$ cat config.mk
export PLATFORM = sky130hd
export DESIGN_NAME = rx_sequencer
export DESIGN_NICKNAME = d
export VERILOG_FILES = /design/src/rtl/rx_sequencer.sv
export SDC_FILE = /design/constraint.sdc
export NUM_CORES = 1
export LEC_CHECK = 0
export BUFFER_PORTS_ARGS = -buffer_cell sky130_fd_sc_hd__buf_2
export CORE_MARGIN = 5
export CORE_UTILIZATION = 55
export DETAILED_ROUTE_END_ITERATION = 7
export PLACE_DENSITY = 0.88
export SETUP_SLACK_MARGIN = 0.5
export SYNTH_ARGS = -nofsm -noshare
export SYNTH_HDL_FRONTEND = slang
export SYNTH_SLANG_ARGS = --single-unit
$ cat constraint.sdc
create_clock -name clk -period 2.3 [get_ports clk]
set_clock_uncertainty 0.15 [all_clocks]
set_input_delay 0.115 -clock clk [delete_from_list [all_inputs] [get_ports clk]]
set_output_delay 0.115 -clock clk [all_outputs]
set_load 0.01 [all_outputs]
$ cat src/rtl/rx_sequencer.sv
// rx_sequencer: bit-timing controller for the UART receive path.
//
// Synchronizes the raw serial line and detects the start bit. It then times
// mid-bit sampling and pulses shift_enable once per data bit into an external
// LSB-first serial-to-parallel shift register. Finally it checks the stop bit
// and issues load_buffer plus the receive status flags.
//
// Optional feature macro: RX_SEQ_PARITY_EN. When it is defined, an even-parity
// bit follows the data bits and is checked. When it is undefined, the frame
// has no parity bit and parity_error is tied low.
//
// Parameters:
//   BIT_PERIOD    clocks per serial bit (>= 4)
//   NUM_DATA_BITS data bits per frame
// Ports:
//   clk            clock
//   n_rst          asynchronous active-low reset
//   serial_in      raw asynchronous receive line, idle high
//   data_read      consumer acknowledges the buffered byte (one-cycle pulse)
//   rx_bit         synchronized serial line, feeds the shift register input
//   shift_enable   one-cycle pulse per data bit, at mid-bit
//   load_buffer    one-cycle pulse: receive buffer captures the shift register
//   data_ready     buffer holds an unread byte
//   framing_error  last frame had a zero stop bit
//   overrun_error  a byte was loaded over an unread one
//   parity_error   parity mismatch (0 when parity is not compiled in)
module rx_sequencer #(
    parameter int BIT_PERIOD    = 10,
    parameter int NUM_DATA_BITS = 8
) (
    input  logic clk,
    input  logic n_rst,
    input  logic serial_in,
    input  logic data_read,
    output logic rx_bit,
    output logic shift_enable,
    output logic load_buffer,
    output logic data_ready,
    output logic framing_error,
    output logic overrun_error,
    output logic parity_error
);

    localparam int CNT_W  = $clog2(BIT_PERIOD);
    localparam int BCNT_W = $clog2(NUM_DATA_BITS + 1);

    localparam logic [CNT_W-1:0]  HALF_LAST    = CNT_W'(BIT_PERIOD / 2 - 1);
    localparam logic [CNT_W-1:0]  BIT_LAST     = CNT_W'(BIT_PERIOD - 1);
    localparam logic [BCNT_W-1:0] BIT_CNT_LAST = BCNT_W'(NUM_DATA_BITS - 1);

    typedef enum logic [2:0] {
        IDLE,
        START_CHK,
        DATA_WAIT,
        PARITY_WAIT,
        STOP_WAIT,
        LOAD
    } state_t;

    state_t              state, state_next;
    logic                sync_1;
    logic                rx_prev;
    logic                start_edge;
    logic [CNT_W-1:0]    cnt;
    logic                cnt_clr;
    logic [BCNT_W-1:0]   bit_cnt;
    logic                start_ok;
    logic                stop_bad;
`ifdef RX_SEQ_PARITY_EN
    logic                par_chk;
`endif

    // NOTE: the synchronizer and edge flops reset to 1 (idle line level), so
    // leaving reset can never look like a falling start edge.
    always_ff @(posedge clk or negedge n_rst) begin
        if (!n_rst) begin
            sync_1  <= 1'b1;
            rx_bit  <= 1'b1;
            rx_prev <= 1'b1;
        end else begin
            sync_1  <= serial_in;
            rx_bit  <= sync_1;
            rx_prev <= rx_bit;
        end
    end

    assign start_edge = rx_prev & ~rx_bit;

    // NOTE: every register is updated with non-blocking assignments so that
    // all flops sample pre-edge values regardless of block ordering.
    always_ff @(posedge clk or negedge n_rst) begin
        if (!n_rst) begin
            state   <= IDLE;
            cnt     <= '0;
            bit_cnt <= '0;
        end else begin
            state <= state_next;
            cnt   <= cnt_clr ? '0 : cnt + CNT_W'(1);
            if (state != DATA_WAIT)
                bit_cnt <= '0;
            else if (shift_enable)
                bit_cnt <= (bit_cnt == BIT_CNT_LAST) ? '0 : bit_cnt + BCNT_W'(1);
        end
    end

    // Every state change coincides with cnt_clr, so the cycle counter always
    // starts a new wait from zero.
    always_comb begin
        // NOTE: defaults first keep this block free of inferred latches.
        state_next   = state;
        cnt_clr      = 1'b0;
        shift_enable = 1'b0;
        load_buffer  = 1'b0;
        start_ok     = 1'b0;
        stop_bad     = 1'b0;
`ifdef RX_SEQ_PARITY_EN
        par_chk      = 1'b0;
`endif
        case (state)
            IDLE: begin
                cnt_clr = 1'b1;
                if (start_edge)
                    state_next = START_CHK;
            end
            START_CHK: begin
                if (cnt == HALF_LAST) begin
                    cnt_clr = 1'b1;
                    if (!rx_bit) begin
                        start_ok   = 1'b1;
                        state_next = DATA_WAIT;
                    end else begin
                        state_next = IDLE;
                    end
                end
            end
            DATA_WAIT: begin
                if (cnt == BIT_LAST) begin
                    cnt_clr      = 1'b1;
                    shift_enable = 1'b1;
                    if (bit_cnt == BIT_CNT_LAST) begin
`ifdef RX_SEQ_PARITY_EN
                        state_next = PARITY_WAIT;
`else
                        state_next = STOP_WAIT;
`endif
                    end
                end
            end
`ifdef RX_SEQ_PARITY_EN
            PARITY_WAIT: begin
                if (cnt == BIT_LAST) begin
                    cnt_clr    = 1'b1;
                    par_chk    = 1'b1;
                    state_next = STOP_WAIT;
                end
            end
`endif
            STOP_WAIT: begin
                if (cnt == BIT_LAST) begin
                    cnt_clr = 1'b1;
                    if (rx_bit) begin
                        state_next = LOAD;
                    end else begin
                        stop_bad   = 1'b1;
                        state_next = IDLE;
                    end
                end
            end
            LOAD: begin
                cnt_clr     = 1'b1;
                load_buffer = 1'b1;
                state_next  = IDLE;
            end
            default: begin
                cnt_clr    = 1'b1;
                state_next = IDLE;
            end
        endcase
    end

    // Status flags. A data_read coincident with LOAD wins over the overrun
    // check: the consumer took the old byte, so the new one is not an overrun.
    always_ff @(posedge clk or negedge n_rst) begin
        if (!n_rst) begin
            data_ready    <= 1'b0;
            framing_error <= 1'b0;
            overrun_error <= 1'b0;
        end else begin
            if (start_ok)
                framing_error <= 1'b0;
            else if (stop_bad)
                framing_error <= 1'b1;

            if (load_buffer)
                data_ready <= 1'b1;
            else if (data_read)
                data_ready <= 1'b0;

            if (data_read)
                overrun_error <= 1'b0;
            else if (load_buffer && data_ready)
                overrun_error <= 1'b1;
        end
    end

`ifdef RX_SEQ_PARITY_EN
    logic par_acc;
    logic parity_q;

    // Running XOR of the sampled data bits; restarted on entry to START_CHK.
    always_ff @(posedge clk or negedge n_rst) begin
        if (!n_rst) begin
            par_acc  <= 1'b0;
            parity_q <= 1'b0;
        end else begin
            if (state_next == START_CHK && state != START_CHK)
                par_acc <= 1'b0;
            else if (shift_enable)
                par_acc <= par_acc ^ rx_bit;

            if (start_ok)
                parity_q <= 1'b0;
            else if (par_chk)
                parity_q <= par_acc ^ rx_bit;
        end
    end

    assign parity_error = parity_q;
`else
    assign parity_error = 1'b0;
`endif

endmodule

# Yosys cells after proc, flatten, opt, wreduce, memory -nomap -nowiden
# Index checks and enable logic that the tools add are counted.
word_totals:
  regBits: 17
  inputBits: 4
  out_inout_bits: 7
  word_cells: 62
op_classes:
  addsub: 2
  eq_ne: 13
  mux: 28
  bitwise: 2
  reduce_logical: 8
ops:
  columns: ["op", "count"]
  rows:
  - ["3-bit two-way mux", 6]
  - ["4-bit two-way mux", 4]
  - ["1-bit two-way mux", 15]
  - ["3-bit case mux with 4 select lines", 1]
  - ["2-bit != test, second input constant", 5]
  - ["4-bit by 1-bit adder with 4-bit output, second input constant", 2]
  - ["4-bit by 3-bit equality test with 1-bit output, second input constant", 2]
  - ["2-bit nonzero test", 4]
  - ["3-bit equality test, second input constant", 2]
  - ["5-bit AND reduction", 1]
  - ["4-bit equality test, second input constant", 1]
  - ["3-bit by 1-bit equality test with 1-bit output, second input constant", 1]
  - ["3-bit by 2-bit equality test with 1-bit output, second input constant", 1]
  - ["3-bit logical NOT", 1]
  - ["3-bit by 2-bit != test with 1-bit output, second input constant", 1]
  - ["2-bit two-way mux", 1]
  - ["1-bit case mux with 2 select lines", 1]
  - ["2-bit OR reduction", 1]
  - ["1-bit AND", 1]
  - ["1-bit logical AND", 1]
  - ["1-bit inverter", 1]

# Longest topological paths before layout
# Gate-level depths: netlist (run 1).
logic_depth:
  ltp_word: 5
  depth_mapped: 5
  mapped_depth_nobuf: 5

# Worst setup path after synthesis (run 1)
# No wires, ideal clock.
synth_path:
  path_type: "register to register"
  start: "register cnt[1]"
  end: "register bit_cnt[3]"
  setup_ps: 78
  arrival_ps: 1330
  required_ps: 2072
  slack_ps: 743
  stages_incl_launch_ff: 6
  n_path_buf: 0
  cell_sequence: "dfrtp_1 -> inv_1 -> ha_1 -> nand3b_4 -> or4_1 -> a21oi_1"
synth_between:
  elab_chain_len: 4
synth_rtl:
  columns: ["element", "line_no", "rtl"]
  rows:
  - ["start, declared", "64", "logic [CNT_W-1:0] cnt;"]
  - ["start signal, assigned", "98", "cnt <= cnt_clr ? '0 : cnt + CNT_W'(1);"]
  - ["4-bit equality test", "137", "if (cnt == BIT_LAST) begin"]
  - ["1-bit two-way mux", "137", null]
  - ["1-bit two-way mux", "119", "case (state)"]
  - ["2-bit nonzero test (no line)", null, null]
  - ["end signal, assigned", "102", "bit_cnt <= (bit_cnt == BIT_CNT_LAST) ? '0 : bit_cnt + BCNT_W'(1);"]
  - ["end, declared", "66", "logic [BCNT_W-1:0] bit_cnt;"]
# Every way passes these cells.
# A chain may end at the register's enable or synchronous reset.

# Worst setup path after layout (run 1)
layout_path:
  start: "register state[1]"
  end: "output port shift_enable"
layout_between:
  elab_chain_len: 2
layout_rtl:
  columns: ["element", "line_no", "rtl"]
  rows:
  - ["start, declared", "60", "state_t state, state_next;"]
  - ["start signal, assigned", "97", "state <= state_next;"]
  - ["3-bit by 2-bit equality test with 1-bit output", "119", null]
  - ["1-bit two-way mux", "119", null]
  - ["end, declared", "36", "output logic shift_enable,"]
# Every way passes these cells.

==> results of run 1 <==
[final timing paths]
kind / start / endpoint / slack [ns] / cells past startpoint
max reg2reg: cnt[1] / bit_cnt[3] / 0.62 / 5
max: state[1] / shift_enable / 0.58 / 4
min: n_rst / cnt[0] / 0.11 / 2
min reg2reg: sync_1 / rx_bit / 0.21 / 0
max in group asynchronous: n_rst / rx_prev / 1.58 / 2
min in group clk: sync_1 / rx_bit / 0.21 / 0
[cells in the mapped netlist, drive strengths merged]
library cell  number
conb               1
inv                7
a31oi              1
nand4b             1
nor2               7
a2111oi            1
nand3b             2
a41oi              1
o21ai              2
a32oi              1
dfstp              3
nand3              2
nor3b              3
clkbuf             1
nor2b              1
o31ai              1
a21oi              6
xor2               2
and3b              3
or2                1
buf                2
ha                 4
dfrtp             14
xnor2              1
or3                3
o211ai             1
or4                1
nand2              4
a21o               1
[power by group]
part / internal [mW] / switching [mW]
sequential: 0.338 / 0.0490
combinational: 0.0769 / 0.0923
clock: 0.0674 / 0.0857
total: 0.482 / 0.227
[area by class of cell]
type	count	area, sq um
repair buffers	12	75.07
multi-input cells	51	360.3
clock buffers	4	26.28
well taps	16	20.02
fillers	124	533.0
inverters	7	26.28
flip-flops and latches	17	430.4
[critical path, cell delays in order (launching register included)]
cell and delay, ns:
dfrtp_2 0.44, inv_1 0.10, or3_4 0.41, nor2_1 0.09, buf_2 0.13
[per-stage QoR]
| step | utilization [%] | instance area (sq um) | instances | total power, mW |
|---|---|---|---|---|
| 2_1_floorplan | - | 827.0 | 78 | 0.5055 |
| 3_3_place_gp | 59.44 | 874.6 | 100 | 0.5370 |
| 3_5_place_dp | 59.44 | 874.6 | 100 | 0.5563 |
| 4_1_cts | 63.35 | 932.1 | 107 | 0.7173 |
| 5_1_grt | 63.78 | 938.4 | 107 | 0.7628 |
| 6_report | 63.78 | 938.4 | 107 | 0.7094 |
[metal layers]
metal	track usage (%)	share of wire [%]
met2	23.91	54
met4	4.933	1.0
met5	0	0
met1	16.24	43
met3	2.752	1.8
[flip-flops by register name, indices dropped and copies added, names as in the netlist]
signal / flops
rx_bit: 1
rx_prev: 1
bit_cnt: 4
overrun_error: 1
data_ready: 1
sync_1: 1
cnt: 4
framing_error: 1
state: 3
[repair_timing]
action                     4_1_cts  5_1_grt
hold endpoints to repair        20        0
hold buffers                     3        0
resized for setup                1        2
setup endpoints to repair        1        2
[cells in the final DEF, fill, tap and decap left out, types with 3 or more instances in the layout]
cell	instances
a21oi_1	6
buf_2	9
clkbuf_4	3
dfrtp_1	13
dfstp_2	3
dlygate4sd3_1	3
ha_1	4
inv_1	7
nand2_1	4
nor2_1	7
nor3b_1	3
[cell families (layout without fill, tap and decap cells)]
kind of cell               count (synthesis)  after routing  share of synthesized area (%)
xor gates and xnor gates                   3              3                          3.178
DFF                                       17             17                          51.89
AOI/OAI and AO/OA                         15             15                          11.50
other                                      1              1                         0.4534
adders and majority gates                  4              4                          6.052
and+or+nand+nor                           28             28                          21.64
buffers and inverters                     10             23                          5.295
==> flow_summary.json, run 1 <==
{
  "place_ws_ns": 0.6093,
  "area_growth_pct": 13.46,
  "die_area_sq_mm": 0.002379,
  "yosysTopAreaCell": "dfrtp_1",
  "ys_warn_count": 0,
  "grt_setup_unrepaired": "true",
  "grt_use_total_pct": 13.63,
  "coreArea_sq_mm": 0.001471,
  "routabilityCongestion": 0.7335,
  "fmax_mhz": 582.3,
  "drive_gt1_share_pct": 24.18,
  "postCtsSetupBuffers": 0,
  "synth_top_area_share_pct": 42.36,
  "vias": 576,
  "finalSetupViolations": 0,
  "grt_pass1_wl_um": 2608,
  "clock_latency_ns": 0.28,
  "syn_nets": 86,
  "status": "complete, no violations",
  "first_pass_iters": 3,
  "crit_type": "register to primary output",
  "synthCells": 78,
  "synth_area_leaders": "dfrtp_1 42%, dfstp_2 9.5%, ha_1 6.1%, a21oi_1 3.6%, inv_1 3.2%",
  "wl_um": 1481,
  "power-per-cell-area_mw_per_mm2": 756.0,
  "drtIter0Drc": 10,
  "drv_slew": 0,
  "arrival_ns": 1.45,
  "holdWs_ns": 0.1146,
  "ioPinCount": 11,
  "ys_seq_area_share_pct": 51.89,
  "cts.sinks": 17,
  "port_buffers": 9,
  "fp.dieH_um": 48.78,
  "cts.path.max_buffers": 2,
  "leakagePower_nw": 0.4753,
  "synth_area_sq_um": 827.0,
  "grt_remaining_overflow": 0,
  "cts_tree": "done",
  "setup_tns_ns": 0,
  "cts_root_buf": "clkbuf_4",
  "initial_core_util_pct": 56.21,
  "path_max_fanout": 7,
  "postSynthAreaPerCell_sq_um": 10.60,
  "critPathLaunchType": "register",
  "synth-seq-cells": 17,
  "cts_htree_levels": 1,
  "worstSetupEndpointType": "primary output",
  "numCtsBuffers": 3,
  "crit_required_ns": 2.04,
  "period_minus_slack_ns": 1.717,
  "cap_violations": 0,
  "detail_route.drc_violations": 0,
  "routed_via_density": 5.383,
  "num_rows": 14,
  "hold_class": "input pin to async pin",
  "nets": 100,
  "ir_worst_vdd_mv": 0.6109,
  "synth.distinct_cells": 33,
  "dieWidth_um": 48.78,
  "path_clk_slew_ns": 0.09,
  "grt_pass1_vias": 637,
  "hold_viol": 0,
  "detail_route.wl_per_cell_um": 13.84,
  "diodes": 0,
  "period_share_pct": 74.67,
  "dp_hpwl_um": 1099,
  "antenna_found_initial": 0,
  "layout_setup_ws_ns": 0.5827,
  "ant_nets": 0,
  "grt_max_degree": 18
}
Power figures use the tool's default switching activity.
==> inputs of run 2 (changes only) <==
--- a/config.mk
+++ b/config.mk
@@ -5,11 +5,12 @@
 export SDC_FILE = /design/constraint.sdc
 export NUM_CORES = 1
 export LEC_CHECK = 0
+export ABC_AREA = 1
 export BUFFER_PORTS_ARGS = -buffer_cell sky130_fd_sc_hd__buf_2
 export CORE_MARGIN = 5
-export CORE_UTILIZATION = 55
+export CORE_UTILIZATION = 49
 export DETAILED_ROUTE_END_ITERATION = 7
-export PLACE_DENSITY = 0.88
+export PLACE_DENSITY = 0.83
 export SETUP_SLACK_MARGIN = 0.5
 export SYNTH_ARGS = -nofsm -noshare
 export SYNTH_HDL_FRONTEND = slang
==> constraint.sdc (replaced) <==
create_clock -name clk -period 1.5 [get_ports clk]
set_clock_uncertainty 0.15 [all_clocks]
set_input_delay 0.075 -clock clk [delete_from_list [all_inputs] [get_ports clk]]
set_output_delay 0.075 -clock clk [all_outputs]
set_load 0.01 [all_outputs]
==> run 2 against run 1 <==
Largest power group is now combinational cells; critical endpoint is now state[1]; count of clock-buffer cells in the layout stayed put; die area is 14% higher; largest cell class is now multi-input combinational cells; the run now ends with negative setup slack left; synthesized cell count is 29% higher.
==> flow_summary.json, run 2 <==
{
  "holdWs_ns": 0.07336,
  "place_ws_ns": -0.04938,
  "synthXorXnorAreaFrac_pct": 4.035,
  "grt_max_degree": 18,
  "synthCells": 101,
  "wl_um": 2250,
  "grt_remaining_overflow": 0,
  "grt_setup_unrepaired": "true",
  "largestRegisters": "bit_cnt: 4 flops, cnt: 4 flops, state: 3 flops",
  "synth-edff-count": 0,
  "layout_setup_ws_ns": -0.004130,
  "postSynthAreaPerCell_sq_um": 8.597,
  "dieWidth_um": 52.10,
  "fmax_mhz": 664.8,
  "synth_mux_area_share_pct": 0,
  "fillers": 121,
  "grt_pass1_vias": 808,
  "synth_top_family_by_area": "simple AND/OR/NAND/NOR gates",
  "regArea_sq_um": 430.4,
  "cts_tree": "done",
  "synth-seq-cells": 17,
  "area_growth_pct": 45.97,
  "synth.distinct_cells": 21,
  "drv_slew": 0,
  "synthAdderAreaFrac_pct": 5.764,
  "numCtsBuffers": 3,
  "first_pass_iters": 6,
  "ir_worst_vdd_mv": 1.051,
  "diodes": 0,
  "dp_hpwl_um": 1243,
  "synth_top_area_share_pct": 40.35,
  "routed_via_density": 5.219,
  "violations": "negative setup slack",
  "ys_seq_area_share_pct": 49.42,
  "ioPinCount": 11,
  "coreArea_sq_mm": 0.001708,
  "mostFrequentLayoutCells": "16 x buf_4, 15 x nand2_1, 13 x dfrtp_1",
  "period_share_pct": 100.3,
  "finalSetupViolations": 3,
  "arrival_ns": 1.53,
  "detail_route.drc_violations": 0,
  "period_minus_slack_ns": 1.504,
  "cap_violations": 0,
  "leakagePower_nw": 0.6291,
  "drive_gt1_share_pct": 43.70,
  "detail_route.wl_per_cell_um": 14.06,
  "cts_htree_levels": 1,
  "ys.flop_type": "dfrtp_1",
  "hold_class": "input pin to async pin",
  "cts.path.max_buffers": 2,
  "async_flop_share_pct": 100.0,
  "initial_core_util_pct": 50.84,
  "synth_area_sq_um": 868.3,
  "vias": 835,
  "crit_type": "register to register",
  "path_max_fanout": 2,
  "synth_compound_area_share_pct": 6.628,
  "power-per-cell-area_mw_per_mm2": 1293,
  "yosysTopAreaCell": "dfrtp_1",
  "nets": 144,
  "ant_nets": 0,
  "final_core_util_pct": 74.21,
  "path_clk_slew_ns": 0.10,
  "cts.sinks": 17,
  "ys_warn_count": 0,
  "antenna_found_initial": 0,
  "grt_use_total_pct": 17.61,
  "yosysMostFrequentCell": "nand2_1",
  "die_area_sq_mm": 0.002714,
  "cts_root_buf": "clkbuf_4",
  "synth-simple-area-share_pct": 25.94,
  "clock_latency_ns": 0.29,
  "status": "finished with violations",
  "worstSetupEndpointType": "register",
  "crit_required_ns": 1.53,
  "drtIter0Drc": 23,
  "routabilityCongestion": 0.8109,
  "synth_area_leaders": "dfrtp_1 40%, dfstp_2 9.1%, nand2_1 8.6%, nand3_1 6.9%, inv_1 6.9%",
  "port_buffers": 9,
  "syn_nets": 109,
  "critPathLaunchType": "register",
  "grt_pass1_wl_um": 3408,
  "multi_input_area_sq_um": 475.5,
  "fp.dieH_um": 52.10,
  "synth_common_cells": "20 x nand2_1, 16 x inv_1, 14 x dfrtp_1, 12 x nand3_1, 11 x nor2_1",
  "hold_viol": 0,
  "layout_commonest_cell": "buf_4",
  "num_rows": 15
}
==> run 2: changes by cell type after synthesis, moves of 3 or more <==
| cell | previous run | this run |
|---|---|---|
| inv_1 | 7 | 16 |
| nor2_1 | 7 | 11 |
| nand3_1 | 2 | 12 |
| nand2_1 | 4 | 20 |
| a21oi_1 | 6 | 1 |
| nor3b_1 | 3 | 0 |
==> run 2: final cells by class <==
type | count | share of cell area [%]
Tap cell | 25 | 2.468
Timing Repair Buffer | 31 | 19.05
Sequential cell | 17 | 33.96
Multi-Input combinational cell | 67 | 37.51
Inverter | 16 | 4.936
Clock buffer | 4 | 2.073
==> run 2: final timing paths <==
kind	slack [ns]	startpoint	end	depth (start not counted)
worst max-delay path	-0.004	cnt[1]	state[1]	9
worst min register to register	0.21	sync_1	rx_bit	0
min in group clk	0.21	sync_1	rx_bit	0
max in group asynchronous	0.81	n_rst	rx_bit	2
worst max register to register	-0.004	cnt[1]	state[1]	9
worst min-delay path	0.07	n_rst	state[2]	2
==> run 2: where the power goes <==
part	switching (mW)	total (mW)	internal, mW
Combinational	0.444	0.768	0.324
Clock	0.141	0.244	0.104
Sequential	0.0919	0.626	0.534
Total	0.677	1.64	0.962
==> run 2: critical path, cell delays in order (launching register included) <==
cell	delay, ns
dfrtp_1	0.40
inv_2	0.11
ha_4	0.15
nand2_4	0.05
nor2_4	0.11
inv_2	0.05
nand2_2	0.08
nand2_2	0.05
o21bai_1	0.14
nand2_1	0.08
==> run 2: metrics by stage <==
stage | setup TNS [ns] | total power [mW] | instances | area, sq um
3_3_place_gp | 0 | 1.102 | 136 | 970.9
5_1_grt | -0.4133 | 1.762 | 160 | 1267
6_report | -0.006808 | 1.638 | 160 | 1267
4_1_cts | -0.001853 | 1.529 | 156 | 1182
3_5_place_dp | -0.04938 | 1.127 | 136 | 970.9
2_1_floorplan | 0 | 0.9888 | 101 | 887.1
==> run 2: layer usage <==
layer / track usage (%) / vias to the layer above / share of wire, %
li1: - / 387 / -
met1: 18.58 / 396 / 38
met2: 30.54 / 40 / 53
met3: 5.444 / 12 / 5.2
met4: 10.04 / 0 / 3.3
met5: 0 / - / 0
==> run 2: what timing repair did <==
| item | in CTS | in global routing |
|---|---|---|
| gates resized for setup | 19 | 13 |
| setup endpoints to repair | 20 | 20 |
| setup buffers | 13 | 4 |
| hold buffers | 3 | 0 |
| pin swaps | 10 | 5 |
| endpoints found under the hold margin | 20 | 0 |
==> run 2: cells by family (layout without fill, tap and decap cells) <==
logic type	Yosys count	after routing
compound gates	9	9
buf+inv	17	51
xor+xnor	4	4
other cells	1	1
simple gates	49	49
flops	17	17
fa+ha+maj	4	4
==> inputs of run 3 (changes only) <==
--- a/config.mk
+++ b/config.mk
@@ -6,11 +6,12 @@
 export NUM_CORES = 1
 export LEC_CHECK = 0
 export ABC_AREA = 1
+export ABC_CLOCK_PERIOD_IN_PS = 1450
 export BUFFER_PORTS_ARGS = -buffer_cell sky130_fd_sc_hd__buf_2
 export CORE_MARGIN = 5
-export CORE_UTILIZATION = 49
+export CORE_UTILIZATION = 54
 export DETAILED_ROUTE_END_ITERATION = 7
-export PLACE_DENSITY = 0.83
+export PLACE_DENSITY = 0.86
 export SETUP_SLACK_MARGIN = 0.5
 export SYNTH_ARGS = -nofsm -noshare
 export SYNTH_HDL_FRONTEND = slang
==> constraint.sdc (replaced) <==
create_clock -name clk -period 1.45 [get_ports clk]
set_clock_uncertainty 0.15 [all_clocks]
set_input_delay 0.0725 -clock clk [delete_from_list [all_inputs] [get_ports clk]]
set_output_delay 0.0725 -clock clk [all_outputs]
set_load 0.01 [all_outputs]
==> run 3 against run 2 <==
The flow still finishes with violations (negative setup slack); hold slack lost 0.010 ns; first-iteration DRC count grew 61%; routed wire length increased by 22%; count of clock-buffer cells in the layout is 1 lower; non-clock buffer count grew 1; final cell count fell by 5.0%; clock power is 17% higher; largest power group unchanged.
==> flow_summary.json, run 3 (synthesized netlist as in run 2, its figures left out) <==
{
  "mostFrequentLayoutCells": "12 x nand2_1, 12 x dfrtp_1, 12 x buf_4",
  "path_max_fanout": 3,
  "worstSetupEndpointType": "register",
  "grt_pass1_vias": 872,
  "fin_area_sq_mm": 0.001341,
  "die_area_sq_mm": 0.002510,
  "nets": 145,
  "setup_tns_ns": -0.6330,
  "power-per-cell-area_mw_per_mm2": 1418,
  "initial_core_util_pct": 56.98,
  "area_growth_pct": 54.47,
  "drtIter0Drc": 37,
  "num_rows": 14,
  "hold_class": "input pin to async pin",
  "grt_max_degree": 18,
  "grt_remaining_overflow": 0,
  "critPathLaunchType": "register",
  "routed_via_density": 5.724,
  "clock_latency_ns": 0.32,
  "largestRegisters": "bit_cnt: 4 flops, cnt: 4 flops, state: 3 flops",
  "leakagePower_nw": 0.6519,
  "coreArea_sq_mm": 0.001524,
  "fp.dieH_um": 50.10,
  "finalSetupViolations": 11,
  "numCtsBuffers": 3,
  "arrival_ns": 1.63,
  "routabilityCongestion": 0.8221,
  "diodes": 0,
  "grt_setup_unrepaired": "true",
  "ioPinCount": 11,
  "holdWs_ns": 0.06299,
  "hold_viol": 0,
  "crit_required_ns": 1.52,
  "cts_root_buf": "clkbuf_4",
  "grt_use_total_pct": 21.77,
  "vias": 870,
  "cts.sinks": 17,
  "layout.cells.non_filler": 152,
  "wl_um": 2750,
  "place_area_sq_um": 974.7,
  "detail_route.drc_violations": 0,
  "antenna_found_initial": 0,
  "dp_hpwl_um": 1275,
  "cts_tree": "done",
  "port_buffers": 9,
  "dpl.cell_count": 129,
  "dieWidth_um": 50.10,
  "detail_route.wl_per_cell_um": 18.09,
  "status": "finished with violations",
  "violations": "negative setup slack",
  "drv_slew": 0,
  "drive_gt1_share_pct": 55.15,
  "period_minus_slack_ns": 1.565,
  "ir_worst_vdd_mv": 1.455,
  "cts.path.max_buffers": 2,
  "first_pass_iters": 5,
  "path_clk_slew_ns": 0.12,
  "crit_type": "register to register",
  "cts_htree_levels": 1,
  "cap_violations": 0,
  "ant_nets": 0,
  "grt_pass1_wl_um": 4057,
  "layout_setup_ws_ns": -0.1155,
  "period_share_pct": 108.0,
  "fmax_mhz": 638.8
}
run 3: repair_timing:
action,4_1_cts,5_1_grt
gates resized for setup,22,33
endpoints found under the setup margin,20,20
setup buffers,11,5
hold buffers,3,0
pin swaps,9,14
endpoints found under the hold margin,20,0
cloned,0,0
run 3: layout make-up:
type | count | area, sq um
clock buffers | 3 | 22.52
fillers | 71 | 182.7
clock inverters | 1 | 5.005
flip-flops and latches | 17 | 431.7
well taps | 16 | 20.02
multi-input cells | 67 | 525.5
repair buffers | 32 | 274.0
inverters | 16 | 62.56
run 3: where the power goes:
group	switching, mW	internal, mW	leakage (nW)
Combinational	0.569	0.394	0.416
Clock	0.181	0.103	0.0177
Sequential	0.102	0.552	0.218
run 3: metal layers:
| layer | vias to the layer above | routed length [um] | track usage, % | part of all wire, % |
|---|---|---|---|---|
| met3 | 13 | 147 | 5.120 | 5.3 |
| met2 | 43 | 1385 | 37.45 | 50 |
| met4 | 0 | 103 | 12.66 | 3.7 |
| met1 | 424 | 1113 | 24.00 | 40 |
| met5 | - | 0 | 0 | 0 |
| li1 | 390 | - | - | - |
run 3: path summary, 6_finish.rpt:
check                             from  endpoint  slack [ns]  depth (start not counted)
min in group clk                sync_1    rx_bit        0.20                          0
max in group asynchronous        n_rst   rx_prev        0.76                          2
worst min register to register  sync_1    rx_bit        0.20                          0
worst max-delay path            cnt[0]  state[1]       -0.12                          9
worst min-delay path             n_rst    cnt[0]        0.06                          2
worst max register to register  cnt[0]  state[1]       -0.12                          9
run 3: worst max-delay path: stages, from the launching register on:
cell      delay [ns]
dfrtp_1         0.44
inv_2           0.09
ha_4            0.14
nand2_4         0.06
nor2_4          0.14
inv_2           0.05
nand2_2         0.07
nand2_2         0.06
o21bai_1        0.18
nand2_1         0.08
run 3: metrics by stage:
step | power, mW | util (%) | setup slack [ns]
2_1_floorplan | 1.023 | - | 0.08784
4_1_cts | 1.530 | 78.33 | -0.04089
3_5_place_dp | 1.189 | 63.96 | -0.01327
3_3_place_gp | 1.165 | 63.96 | 0.06231
6_report | 1.902 | 88.01 | -0.1155
5_1_grt | 2.012 | 88.01 | -0.2071
